==> config.mk <==
export PLATFORM = sky130hd
export DESIGN_NAME = multicycle_control_unit_flat
export DESIGN_NICKNAME = d
export VERILOG_FILES = /design/src/rtl/multicycle_control_unit_if.sv /design/src/rtl/multicycle_control_unit.sv /design/src/flat_wrapper.sv
export SDC_FILE = /design/constraint.sdc
export NUM_CORES = 1
export LEC_CHECK = 0
export ABC_AREA = 1
export CORE_MARGIN = 1
export CORE_UTILIZATION = 33
export DETAILED_ROUTE_END_ITERATION = 7
export PLACE_DENSITY_LB_ADDON = 0.25
export RECOVER_POWER = 25
export SETUP_SLACK_MARGIN = 0.2
export SLEW_MARGIN = 10
export SYNTH_ARGS = -nofsm -noshare
export SYNTH_HDL_FRONTEND = slang
export SYNTH_SLANG_ARGS = --single-unit
export TNS_END_PERCENT = 50
==> constraint.sdc <==
create_clock -name clk -period 1.1 [get_ports clk]
set_input_delay 0.165 -clock clk [delete_from_list [all_inputs] [get_ports clk]]
set_output_delay 0.165 -clock clk [all_outputs]
set_load 0.005 [all_outputs]
==> src/rtl/multicycle_control_unit_if.sv <==
`default_nettype none
// ============================================================================
//  Module   : multicycle_control_unit_if
//  Purpose  : Bundles the control unit's datapath-facing signals.
//             The master modport belongs to the control unit. It samples the
//             opcode and zero flag and drives every enable, mux select and
//             debug output. The slave modport is the datapath's view.
//  Signals  : opcode_i, zero_i                        (datapath -> control)
//             pc_write_o, i_or_d_o, mem_read_o, mem_write_o, ir_write_o,
//             reg_dst_o, mem_to_reg_o, reg_write_o, alu_src_a_o,
//             alu_src_b_o[1:0], pc_src_o[1:0], alu_op_o[ALU_OP_W-1:0],
//             illegal_o, state_o[STATE_W-1:0]          (control -> datapath)
//  Revision : 1.0  initial release
// ============================================================================
interface multicycle_control_unit_if #(
  parameter int OPCODE_W = 6,
  parameter int ALU_OP_W = 3,
  parameter int STATE_W  = 4
);
  logic [OPCODE_W-1:0] opcode_i;
  logic                zero_i;
  logic                pc_write_o;
  logic                i_or_d_o;
  logic                mem_read_o;
  logic                mem_write_o;
  logic                ir_write_o;
  logic                reg_dst_o;
  logic                mem_to_reg_o;
  logic                reg_write_o;
  logic                alu_src_a_o;
  logic [1:0]          alu_src_b_o;
  logic [1:0]          pc_src_o;
  logic [ALU_OP_W-1:0] alu_op_o;
  logic                illegal_o;
  logic [STATE_W-1:0]  state_o;

  modport master (
    input  opcode_i, zero_i,
    output pc_write_o, i_or_d_o, mem_read_o, mem_write_o, ir_write_o,
           reg_dst_o, mem_to_reg_o, reg_write_o, alu_src_a_o, alu_src_b_o,
           pc_src_o, alu_op_o, illegal_o, state_o
  );

  modport slave (
    output opcode_i, zero_i,
    input  pc_write_o, i_or_d_o, mem_read_o, mem_write_o, ir_write_o,
           reg_dst_o, mem_to_reg_o, reg_write_o, alu_src_a_o, alu_src_b_o,
           pc_src_o, alu_op_o, illegal_o, state_o
  );
endinterface
`default_nettype wire

==> src/rtl/multicycle_control_unit.sv <==
`default_nettype none
// ============================================================================
//  Module   : multicycle_control_unit
//  Purpose  : Main control FSM for the multicycle MIPS datapath. It
//             sequences fetch, decode, execute, memory and writeback. It
//             drives all datapath enables and muxes, plus alu_op for the
//             downstream ALU control decoder.
//  Ports    : clk    - system clock, rising edge
//             reset  - asynchronous, active-low reset
//             ctrl   - multicycle_control_unit_if.master
//                      (opcode/zero in; enables, selects, alu_op,
//                       illegal pulse and debug state out)
//  Config   : MULTICYCLE_JUMP_EN - when defined, opcode 000010 runs through
//             the JUMP state. Otherwise it is treated as an illegal opcode,
//             and state encoding 15 is unused.
//  Revision : 1.0  initial release
// ============================================================================
module multicycle_control_unit #(
  parameter int OPCODE_W = 6,
  parameter int ALU_OP_W = 3,
  parameter int STATE_W  = 4
) (
  input  wire logic                    clk,
  input  wire logic                    reset,
  multicycle_control_unit_if.master    ctrl
);

`ifdef MULTICYCLE_JUMP_EN
  localparam bit JUMP_EN = 1'b1;
`else
  localparam bit JUMP_EN = 1'b0;
`endif

  // Opcodes decoded by the FSM
  localparam logic [OPCODE_W-1:0] OP_RTYPE = OPCODE_W'(6'b000000);
  localparam logic [OPCODE_W-1:0] OP_J     = OPCODE_W'(6'b000010);
  localparam logic [OPCODE_W-1:0] OP_BEQ   = OPCODE_W'(6'b000100);
  localparam logic [OPCODE_W-1:0] OP_BNE   = OPCODE_W'(6'b000101);
  localparam logic [OPCODE_W-1:0] OP_ADDI  = OPCODE_W'(6'b001000);
  localparam logic [OPCODE_W-1:0] OP_ORI   = OPCODE_W'(6'b001101);
  localparam logic [OPCODE_W-1:0] OP_LUI   = OPCODE_W'(6'b001111);
  localparam logic [OPCODE_W-1:0] OP_LW    = OPCODE_W'(6'b100011);
  localparam logic [OPCODE_W-1:0] OP_SW    = OPCODE_W'(6'b101011);

  // ALU operation codes for the ALU control decoder
  localparam logic [ALU_OP_W-1:0] ALU_SUB  = ALU_OP_W'(3'b011);
  localparam logic [ALU_OP_W-1:0] ALU_ADD  = ALU_OP_W'(3'b100);
  localparam logic [ALU_OP_W-1:0] ALU_OR   = ALU_OP_W'(3'b101);
  localparam logic [ALU_OP_W-1:0] ALU_LUI  = ALU_OP_W'(3'b110);
  localparam logic [ALU_OP_W-1:0] ALU_FUNC = ALU_OP_W'(3'b111);

  typedef enum logic [STATE_W-1:0] {
    S_RESET     = STATE_W'(0),
    S_FETCH     = STATE_W'(1),
    S_DECODE    = STATE_W'(2),
    S_MEM_ADDR  = STATE_W'(3),
    S_MEM_RD    = STATE_W'(4),
    S_LW_WB     = STATE_W'(5),
    S_MEM_WR    = STATE_W'(6),
    S_EXEC_R    = STATE_W'(7),
    S_R_WB      = STATE_W'(8),
    S_EXEC_ADDI = STATE_W'(9),
    S_EXEC_ORI  = STATE_W'(10),
    S_EXEC_LUI  = STATE_W'(11),
    S_I_WB      = STATE_W'(12),
    S_BEQ       = STATE_W'(13),
    S_BNE       = STATE_W'(14),
    S_JUMP      = STATE_W'(15)
  } state_t;

  state_t              r_state;
  state_t              w_next_state;

  logic                w_pc_write;
  logic                w_i_or_d;
  logic                w_mem_read;
  logic                w_mem_write;
  logic                w_ir_write;
  logic                w_reg_dst;
  logic                w_mem_to_reg;
  logic                w_reg_write;
  logic                w_alu_src_a;
  logic [1:0]          w_alu_src_b;
  logic [1:0]          w_pc_src;
  logic [ALU_OP_W-1:0] w_alu_op;
  logic                w_illegal;

  // The asynchronous reset forces RESET, and every output decodes to 0 in
  // RESET. So a store or writeback in progress is cut off in the same cycle.
  always_ff @(posedge clk or negedge reset) begin
    if (!reset) begin
      r_state <= S_RESET;
    end else begin
      r_state <= w_next_state;
    end
  end

  always_comb begin
    w_next_state = S_FETCH;
    w_pc_write   = 1'b0;
    w_i_or_d     = 1'b0;
    w_mem_read   = 1'b0;
    w_mem_write  = 1'b0;
    w_ir_write   = 1'b0;
    w_reg_dst    = 1'b0;
    w_mem_to_reg = 1'b0;
    w_reg_write  = 1'b0;
    w_alu_src_a  = 1'b0;
    w_alu_src_b  = 2'b00;
    w_pc_src     = 2'b00;
    w_alu_op     = '0;
    w_illegal    = 1'b0;

    case (r_state)
      S_RESET: begin
        w_next_state = S_FETCH;
      end

      // Read the instruction and increment the PC in parallel (PC + 4)
      S_FETCH: begin
        w_mem_read   = 1'b1;
        w_ir_write   = 1'b1;
        w_alu_src_b  = 2'b01;
        w_alu_op     = ALU_ADD;
        w_pc_write   = 1'b1;
        w_pc_src     = 2'b00;
        w_next_state = S_DECODE;
      end

      // Speculatively compute the branch target (PC + imm<<2) into ALUOut
      S_DECODE: begin
        w_alu_src_b = 2'b11;
        w_alu_op    = ALU_ADD;
        case (ctrl.opcode_i)
          OP_RTYPE:      w_next_state = S_EXEC_R;
          OP_ADDI:       w_next_state = S_EXEC_ADDI;
          OP_ORI:        w_next_state = S_EXEC_ORI;
          OP_LUI:        w_next_state = S_EXEC_LUI;
          OP_LW, OP_SW:  w_next_state = S_MEM_ADDR;
          OP_BEQ:        w_next_state = S_BEQ;
          OP_BNE:        w_next_state = S_BNE;
          default: begin
            if (JUMP_EN && (ctrl.opcode_i == OP_J)) begin
              w_next_state = S_JUMP;
            end else begin
              w_next_state = S_FETCH;
              w_illegal    = 1'b1;
            end
          end
        endcase
      end

      S_MEM_ADDR: begin
        w_alu_src_a  = 1'b1;
        w_alu_src_b  = 2'b10;
        w_alu_op     = ALU_ADD;
        // Only LW and SW reach this state, so anything other than LW is SW
        w_next_state = (ctrl.opcode_i == OP_LW) ? S_MEM_RD : S_MEM_WR;
      end

      S_MEM_RD: begin
        w_mem_read   = 1'b1;
        w_i_or_d     = 1'b1;
        w_next_state = S_LW_WB;
      end

      S_LW_WB: begin
        w_reg_write  = 1'b1;
        w_mem_to_reg = 1'b1;
        w_next_state = S_FETCH;
      end

      S_MEM_WR: begin
        w_mem_write  = 1'b1;
        w_i_or_d     = 1'b1;
        w_next_state = S_FETCH;
      end

      S_EXEC_R: begin
        w_alu_src_a  = 1'b1;
        w_alu_src_b  = 2'b00;
        w_alu_op     = ALU_FUNC;
        w_next_state = S_R_WB;
      end

      S_R_WB: begin
        w_reg_write  = 1'b1;
        w_reg_dst    = 1'b1;
        w_next_state = S_FETCH;
      end

      S_EXEC_ADDI, S_EXEC_ORI, S_EXEC_LUI: begin
        w_alu_src_a  = 1'b1;
        w_alu_src_b  = 2'b10;
        w_alu_op     = (r_state == S_EXEC_ADDI) ? ALU_ADD :
                       (r_state == S_EXEC_ORI)  ? ALU_OR  : ALU_LUI;
        w_next_state = S_I_WB;
      end

      S_I_WB: begin
        w_reg_write  = 1'b1;
        w_next_state = S_FETCH;
      end

      // Compare rs and rt by subtracting them. The PC loads ALUOut (the
      // target computed in DECODE) only when the zero-flag condition holds.
      S_BEQ, S_BNE: begin
        w_alu_src_a  = 1'b1;
        w_alu_src_b  = 2'b00;
        w_alu_op     = ALU_SUB;
        w_pc_src     = 2'b01;
        w_pc_write   = (r_state == S_BEQ) ? ctrl.zero_i : ~ctrl.zero_i;
        w_next_state = S_FETCH;
      end

      S_JUMP: begin
        // Without jump support this encoding is unused. It idles with
        // outputs low and recovers to FETCH.
        if (JUMP_EN) begin
          w_pc_write = 1'b1;
          w_pc_src   = 2'b10;
        end
        w_next_state = S_FETCH;
      end

      default: begin
        w_next_state = S_FETCH;
      end
    endcase
  end

  assign ctrl.pc_write_o   = w_pc_write;
  assign ctrl.i_or_d_o     = w_i_or_d;
  assign ctrl.mem_read_o   = w_mem_read;
  assign ctrl.mem_write_o  = w_mem_write;
  assign ctrl.ir_write_o   = w_ir_write;
  assign ctrl.reg_dst_o    = w_reg_dst;
  assign ctrl.mem_to_reg_o = w_mem_to_reg;
  assign ctrl.reg_write_o  = w_reg_write;
  assign ctrl.alu_src_a_o  = w_alu_src_a;
  assign ctrl.alu_src_b_o  = w_alu_src_b;
  assign ctrl.pc_src_o     = w_pc_src;
  assign ctrl.alu_op_o     = w_alu_op;
  assign ctrl.illegal_o    = w_illegal;
  assign ctrl.state_o      = r_state;

endmodule
`default_nettype wire
==> src/flat_wrapper.sv <==
// flat-port wrapper written by rule: the top's interface ports become plain ports
module multicycle_control_unit_flat 
#(
  parameter int OPCODE_W = 6,
  parameter int ALU_OP_W = 3,
  parameter int STATE_W  = 4
)
  (clk, reset, ctrl_opcode_i, ctrl_zero_i, ctrl_pc_write_o, ctrl_i_or_d_o, ctrl_mem_read_o, ctrl_mem_write_o, ctrl_ir_write_o, ctrl_reg_dst_o, ctrl_mem_to_reg_o, ctrl_reg_write_o, ctrl_alu_src_a_o, ctrl_alu_src_b_o, ctrl_pc_src_o, ctrl_alu_op_o, ctrl_illegal_o, ctrl_state_o);
  multicycle_control_unit_if #(.OPCODE_W(OPCODE_W), .ALU_OP_W(ALU_OP_W), .STATE_W(STATE_W)) ctrl_i ();
  input  wire logic clk;
  input  wire logic reset;
  input wire logic [$bits(ctrl_i.opcode_i)-1:0] ctrl_opcode_i;
  input wire logic [$bits(ctrl_i.zero_i)-1:0] ctrl_zero_i;
  output wire logic [$bits(ctrl_i.pc_write_o)-1:0] ctrl_pc_write_o;
  output wire logic [$bits(ctrl_i.i_or_d_o)-1:0] ctrl_i_or_d_o;
  output wire logic [$bits(ctrl_i.mem_read_o)-1:0] ctrl_mem_read_o;
  output wire logic [$bits(ctrl_i.mem_write_o)-1:0] ctrl_mem_write_o;
  output wire logic [$bits(ctrl_i.ir_write_o)-1:0] ctrl_ir_write_o;
  output wire logic [$bits(ctrl_i.reg_dst_o)-1:0] ctrl_reg_dst_o;
  output wire logic [$bits(ctrl_i.mem_to_reg_o)-1:0] ctrl_mem_to_reg_o;
  output wire logic [$bits(ctrl_i.reg_write_o)-1:0] ctrl_reg_write_o;
  output wire logic [$bits(ctrl_i.alu_src_a_o)-1:0] ctrl_alu_src_a_o;
  output wire logic [$bits(ctrl_i.alu_src_b_o)-1:0] ctrl_alu_src_b_o;
  output wire logic [$bits(ctrl_i.pc_src_o)-1:0] ctrl_pc_src_o;
  output wire logic [$bits(ctrl_i.alu_op_o)-1:0] ctrl_alu_op_o;
  output wire logic [$bits(ctrl_i.illegal_o)-1:0] ctrl_illegal_o;
  output wire logic [$bits(ctrl_i.state_o)-1:0] ctrl_state_o;
  assign ctrl_i.opcode_i = ctrl_opcode_i;
  assign ctrl_i.zero_i = ctrl_zero_i;
  assign ctrl_pc_write_o = ctrl_i.pc_write_o;
  assign ctrl_i_or_d_o = ctrl_i.i_or_d_o;
  assign ctrl_mem_read_o = ctrl_i.mem_read_o;
  assign ctrl_mem_write_o = ctrl_i.mem_write_o;
  assign ctrl_ir_write_o = ctrl_i.ir_write_o;
  assign ctrl_reg_dst_o = ctrl_i.reg_dst_o;
  assign ctrl_mem_to_reg_o = ctrl_i.mem_to_reg_o;
  assign ctrl_reg_write_o = ctrl_i.reg_write_o;
  assign ctrl_alu_src_a_o = ctrl_i.alu_src_a_o;
  assign ctrl_alu_src_b_o = ctrl_i.alu_src_b_o;
  assign ctrl_pc_src_o = ctrl_i.pc_src_o;
  assign ctrl_alu_op_o = ctrl_i.alu_op_o;
  assign ctrl_illegal_o = ctrl_i.illegal_o;
  assign ctrl_state_o = ctrl_i.state_o;
  multicycle_control_unit #(.OPCODE_W(OPCODE_W), .ALU_OP_W(ALU_OP_W), .STATE_W(STATE_W)) u_core (.clk(clk), .reset(reset), .ctrl(ctrl_i));
endmodule
Word level (Yosys, flattened, before mapping)
Cells that the tools add are included.
W data, S select, Z words.
- ROM bits: 0
- bits in latches: 0
- output and inout port bits: 21
- input port bits: 9
- logic and storage cells: 57
- memories kept: 0
- register bits after elaboration: 4
- RAM bits: 0
- bitwise gates (word level): 1
- multipliers: 0
- add/subtract/negate cells: 0
- reductions and logical operators: 13
- muxes and demuxes: 20
- div/mod/pow operators: 0
- equality and inequality tests: 22
- $lt $le $gt $ge: 0
- shifts and indexed selects: 0
- operators with widths (kind ; count):
    $pmux W4 S7 ; 2
    $eq A4 B4 Y1 const B ; 8
    $eq A6 B4 Y1 const B ; 3
    $eq A4 B3 Y1 const B ; 4
    $reduce_or A8 Y1 ; 2
    $eq A6 B3 Y1 const B ; 2
    $eq A6 B6 Y1 const B ; 2
    $mux W1 ; 12
    $pmux W3 S4 ; 1
    $reduce_or A3 Y1 ; 3
    $eq A4 B2 Y1 const B ; 2
    $reduce_or A2 Y1 ; 4
    $reduce_or A7 Y1 ; 1
    $logic_not A6 Y1 ; 1
    $pmux W2 S3 ; 1
    $eq A4 B1 Y1 const B ; 1
    $logic_not A4 Y1 ; 1
    $mux W2 ; 2
    $reduce_or A4 Y1 ; 1
    $mux W3 ; 1
    $pmux W1 S2 ; 1
    $not A1 Y1 ; 1

Longest topological paths before layout
- depth in word-level cells: 4
- mapped depth: 9
- mapped depth without buffers: 9

Worst setup path after synthesis
No wires, ideal clock.
- kind: flip-flop to output port
- start: reg u_core.r_state[0], in the netlist u_core.ctrl.state_o[0]
- end: out ctrl_alu_op_o[1]
- arrival: 0.951 ns
- cell stages (with the launch flop): 7
- path buffers: 0
- path slack: -0.016 ns
- cells stage by stage: dfrtp_1 > inv_1 > nor2_2 > nand2_1 > nor2_1 > a21oi_1 > o211ai_1
- cells in the longest elaborated chain, start to end: 4
- elaborated cells on any way between the ends: 15
- ends and longest elaborated chain (element ; line ; RTL):
    start, declared ; multicycle_control_unit.sv:71 ; state_t r_state;
    start signal, assigned ; multicycle_control_unit.sv:94 ; r_state <= w_next_state;
    $eq A4 B4 Y1 ; multicycle_control_unit.sv:114, multicycle_control_unit.sv:196 ;
    $mux W2 ; multicycle_control_unit.sv:196 ; (r_state == S_EXEC_ORI) ? ALU_OR : ALU_LUI;
    $mux W3 ; multicycle_control_unit.sv:195 ; w_alu_op = (r_state == S_EXEC_ADDI) ? ALU_ADD :
    $pmux W3 S4 (*) ; multicycle_control_unit.sv:114 ; case (r_state)
    end, declared ; flat_wrapper.sv:25 ; output wire logic [$bits(ctrl_i.alu_op_o)-1:0] ctrl_alu_op_o;
Every way passes the cells marked *; elsewhere a longest branch is shown, timed or not.

Final worst setup path
- start: reg u_core.r_state[1], in the netlist u_core.ctrl.state_o[1]
- end: out ctrl_pc_write_o
- cells in the longest elaborated chain, start to end: 3
- elaborated cells on any way between the ends: 6
- ends and longest elaborated chain (element ; line ; RTL):
    $eq A4 B4 Y1, on equally long branches ; multicycle_control_unit.sv:114, multicycle_control_unit.sv:212 ;
    $mux W1 / $reduce_or A2 Y1 (equally long branches) ; multicycle_control_unit.sv:212, multicycle_control_unit.sv:114 ;
    $pmux W1 S2 (*) ; multicycle_control_unit.sv:114 ;
    end, declared ; flat_wrapper.sv:14 ; output wire logic [$bits(ctrl_i.pc_write_o)-1:0] ctrl_pc_write_o;
Marked as above.

==> results by group <==
Placement
  • Last weighted congestion value of the routability-driven placer: 0.790
  • Placement Setup Slack: -811 ps
  • # port buffers: 28
  • Post-place instance area: between 1000 and 1500 sq um
  • Estimated wirelength of the detail-placed design: around 1400 um

Outcome
  • Outcome: finished, violations left
  • Failing checks: negative setup slack

Job
  • Max-Cap Viols: 0

Clock network
  • Root Buffer: sky130_fd_sc_hd__clkbuf_4
  • Max Root-Sink Buffers: 2
  • Number of hold buffers added after CTS: 0
  • Clock H-tree levels: 1
  • Clock network latency to the later pin of the worst-skew pair: about 250 ps
  • TritonCTS buffer count: 3
  • TritonCTS clock tree: done
  • Count of clock tree sinks: 4
  • Clock transition at the registers of the reported paths: around 60 ps

Routing
  • DRC violation count after routing: 0
  • Wire per inst: between 15 and 20 um
  • Post-detailed-route count of antenna-violating nets: 0
  • Vias per cell: 5.25
  • Initial DRC count: between 40 and 50
  • Vias post-DR: 1,024
  • First-pass iteration count of the detailed router: 4
  • Final routed wirelength across all metal layers: around 3300 um

Global route
  • Pin count of the biggest net entering global routing: 7
  • Wire length of the first global-routing pass: 4490 um
  • Antenna violations before repair: 0
  • All-Layer GR Usage: between 30% and 40%
  • Overflow left after global routing: 0
  • Number of global-route vias before repair: approximately 1,000

Worst setup path
  • Worst Setup Path Type: register to primary output
  • Launch instance of the worst register-to-register path: u_core.ctrl.state_o[1]
  • Data required time at the worst endpoint: 940 ps
  • Cells traversed along the worst timing path: nor2_4, nand2_4, nor2_4, buf_6, buf_6, nand2_2, o311ai_2, buf_2
  • Delay contributed by the slowest stage of the critical path: between 400 and 500 ps
  • Critical path origin: u_core.ctrl.state_o[1]
  • Type of element capturing the critical path: primary output
  • Critical Path Slowest Stage Cell: sky130_fd_sc_hd__dfrtp_2
  • Worst setup slack for register-to-register paths: -300 ps
  • Critical path data arrival time: about 1500 ps
  • Startpoint class of the critical path: register
  • Largest driver fanout on the critical path: 4

Power and ir drop
  • Maximum resistive drop on vdd: 0.00139 V
  • Overall power after layout: around 3.5 mW
  • Pleak: about 0.76 nW
  • Power per standard cell area: 2620 nW/um^2

Floorplan
  • Placement Rows: 14
  • Std-Cell Core Area: between 1500 and 2000 sq um
  • Horizontal die dimension: 42.1 um
  • Effective utilization at floorplan: 35.2%
  • IO Pins: 30
  • Height of the die: 42.1 um
  • Total die area: 1770 sq um

Logic synthesis
  • Fraction of the yosys area taken by sequential cells: between 10% and 20%
  • Net Count, Synth: approximately 110
  • Synth warn: 0
  • Synthesized netlist cell count: 96
  • Yosys reg bits: 4
  • Netlist area before placement: about 530 sq um
  • Number of unique standard cell types used by synthesis: 19
  • Mean cell area of the mapped netlist: ~5.5 sq um

Final layout
  • Synthesis-to-layout area growth: 154%
  • Multi-input gate area: approximately 500 sq um
  • Fill cell total of the finished layout: between 80 and 90
  • Leading cell types in the layout, fill and taps excluded: sky130_fd_sc_hd__buf_4 (36), sky130_fd_sc_hd__nand2_1 (18), sky130_fd_sc_hd__buf_6 (17)
  • Share of post-route cells with drive strength above 1: between 60% and 70%
  • Final Net Count: ~190
  • FF+latch area: between 100 and 150 sq um
  • Flip-flop count of the largest register, all copies and words added: 4
  • Ant diodes: 0
  • Non-Filler Cell Area, Final: about 1300 sq um
  • Most common cell after layout, fill and taps aside: sky130_fd_sc_hd__buf_4

Worst hold path
  • Class of the worst hold path: input pin to asynchronous set/reset pin

STA
  • Final setup violation count: 24
  • RSZ-0062 raised after global routing: true
  • Post-route setup slack: -558 ps
  • Number of pins exceeding their max-slew limit in the final report: 0
  • Fin crit share: 151%
  • Shortest clock period the worst path allows after layout: ~1700 ps
  • Worst clock skew on the final layout: between 20 and 25 ps
  • Maximum clock frequency: slightly above 600 MHz
  • Hold Fails Final Rpt: 0
[final timing paths]
| path | end | cells after the start |
|---|---|---|
| min in group clk | u_core.ctrl.state_o[3] | 5 |
| setup reg to reg | u_core.ctrl.state_o[2] | 7 |
| max in group asynchronous | u_core.ctrl.state_o[3] | 1 |
| setup / recovery | ctrl_pc_write_o | 8 |
| hold / removal | u_core.ctrl.state_o[1] | 1 |
| hold reg to reg | u_core.ctrl.state_o[2] | 5 |
[cells by family (layout without fill, tap and decap cells)]
group / Yosys count / after routing / synth area share, %
and+or+nand+nor: 64 / 64 / 55.2
other: 1 / 1 / 0.707
buffers and inverters: 17 / 100 / 12.7
AOI/OAI and AO/OA: 10 / 10 / 12.5
DFF: 4 / 4 / 18.9
[area by class of cell]
class / instances / area share (%)
inverter: 16 / 5.01
multi-input combinational: 75 / 36.0
timing repair buffer: 80 / 47.9
tap: 16 / 1.49
sequential: 4 / 7.61
clock buffer: 4 / 1.95
[layer usage]
layer / track usage (%) / routed length, um / vias up
met5: 0 / 0 / -
met4: 14.4 / 121 / 0
met3: 9.48 / 189 / 14
met2: 64.1 / 1730 / 54
met1: 32.5 / 1290 / 489
li1: - / - / 467
[per-stage QoR]
step / TNS, ps / hold slack, ps / cells / utilization [%]
CTS: -7830 / 108 / 187 / 83.8
finish: -9050 / 183 / 195 / 89.5
detailed placement: -9830 / 376 / 163 / 67.9
floorplan: 0 / -131 / 96 / -
global placement: -9430 / 375 / 163 / 67.9
global route: -10060 / 189 / 195 / 89.5
[power by group]
part	internal, mW	switching (mW)	total, mW
logic	1.55	1.44	2.98
registers	0.221	0.105	0.325
clock network	0.138	0.0826	0.220
total	1.91	1.62	3.53
[worst max-delay path, delay by kind of cell (launching register included)]
kind | cells | cell delay, ps
AO/OA/AOI/OAI | 1 | 60
buffers and inverters | 3 | 340
flip-flops | 1 | 460
AND/OR/NAND/NOR | 4 | 370
[Yosys cell counts]
cell / number / area, sq um
sky130_fd_sc_hd__o21ai_2: 2 / 17.5
sky130_fd_sc_hd__nand4_1: 1 / 6.26
sky130_fd_sc_hd__nor2_2: 2 / 12.5
sky130_fd_sc_hd__buf_4: 1 / 7.51
sky130_fd_sc_hd__nor3_2: 1 / 10.0
sky130_fd_sc_hd__a21oi_1: 4 / 20.0
sky130_fd_sc_hd__conb_1: 1 / 3.75
sky130_fd_sc_hd__inv_1: 12 / 45.0
sky130_fd_sc_hd__nand3_2: 1 / 10.0
sky130_fd_sc_hd__o211ai_1: 2 / 15.0
sky130_fd_sc_hd__dfrtp_1: 4 / 100
sky130_fd_sc_hd__inv_2: 4 / 15.0
sky130_fd_sc_hd__nand3_1: 8 / 40.0
sky130_fd_sc_hd__nor2_1: 21 / 78.8
sky130_fd_sc_hd__o21ai_0: 1 / 5.00
sky130_fd_sc_hd__o311ai_1: 1 / 8.76
sky130_fd_sc_hd__nand2_2: 3 / 18.8
sky130_fd_sc_hd__nand2_1: 25 / 93.8
sky130_fd_sc_hd__nor2_4: 2 / 22.5
[timing repair]
action | 4_1_cts | 5_1_grt
gates resized for setup | 105 | 25
buffers inserted | 20 | 8
pin swaps | 14 | 9
endpoints found under the setup margin | 24 | 24
No activity file was read; power rests on OpenSTA's default activity.
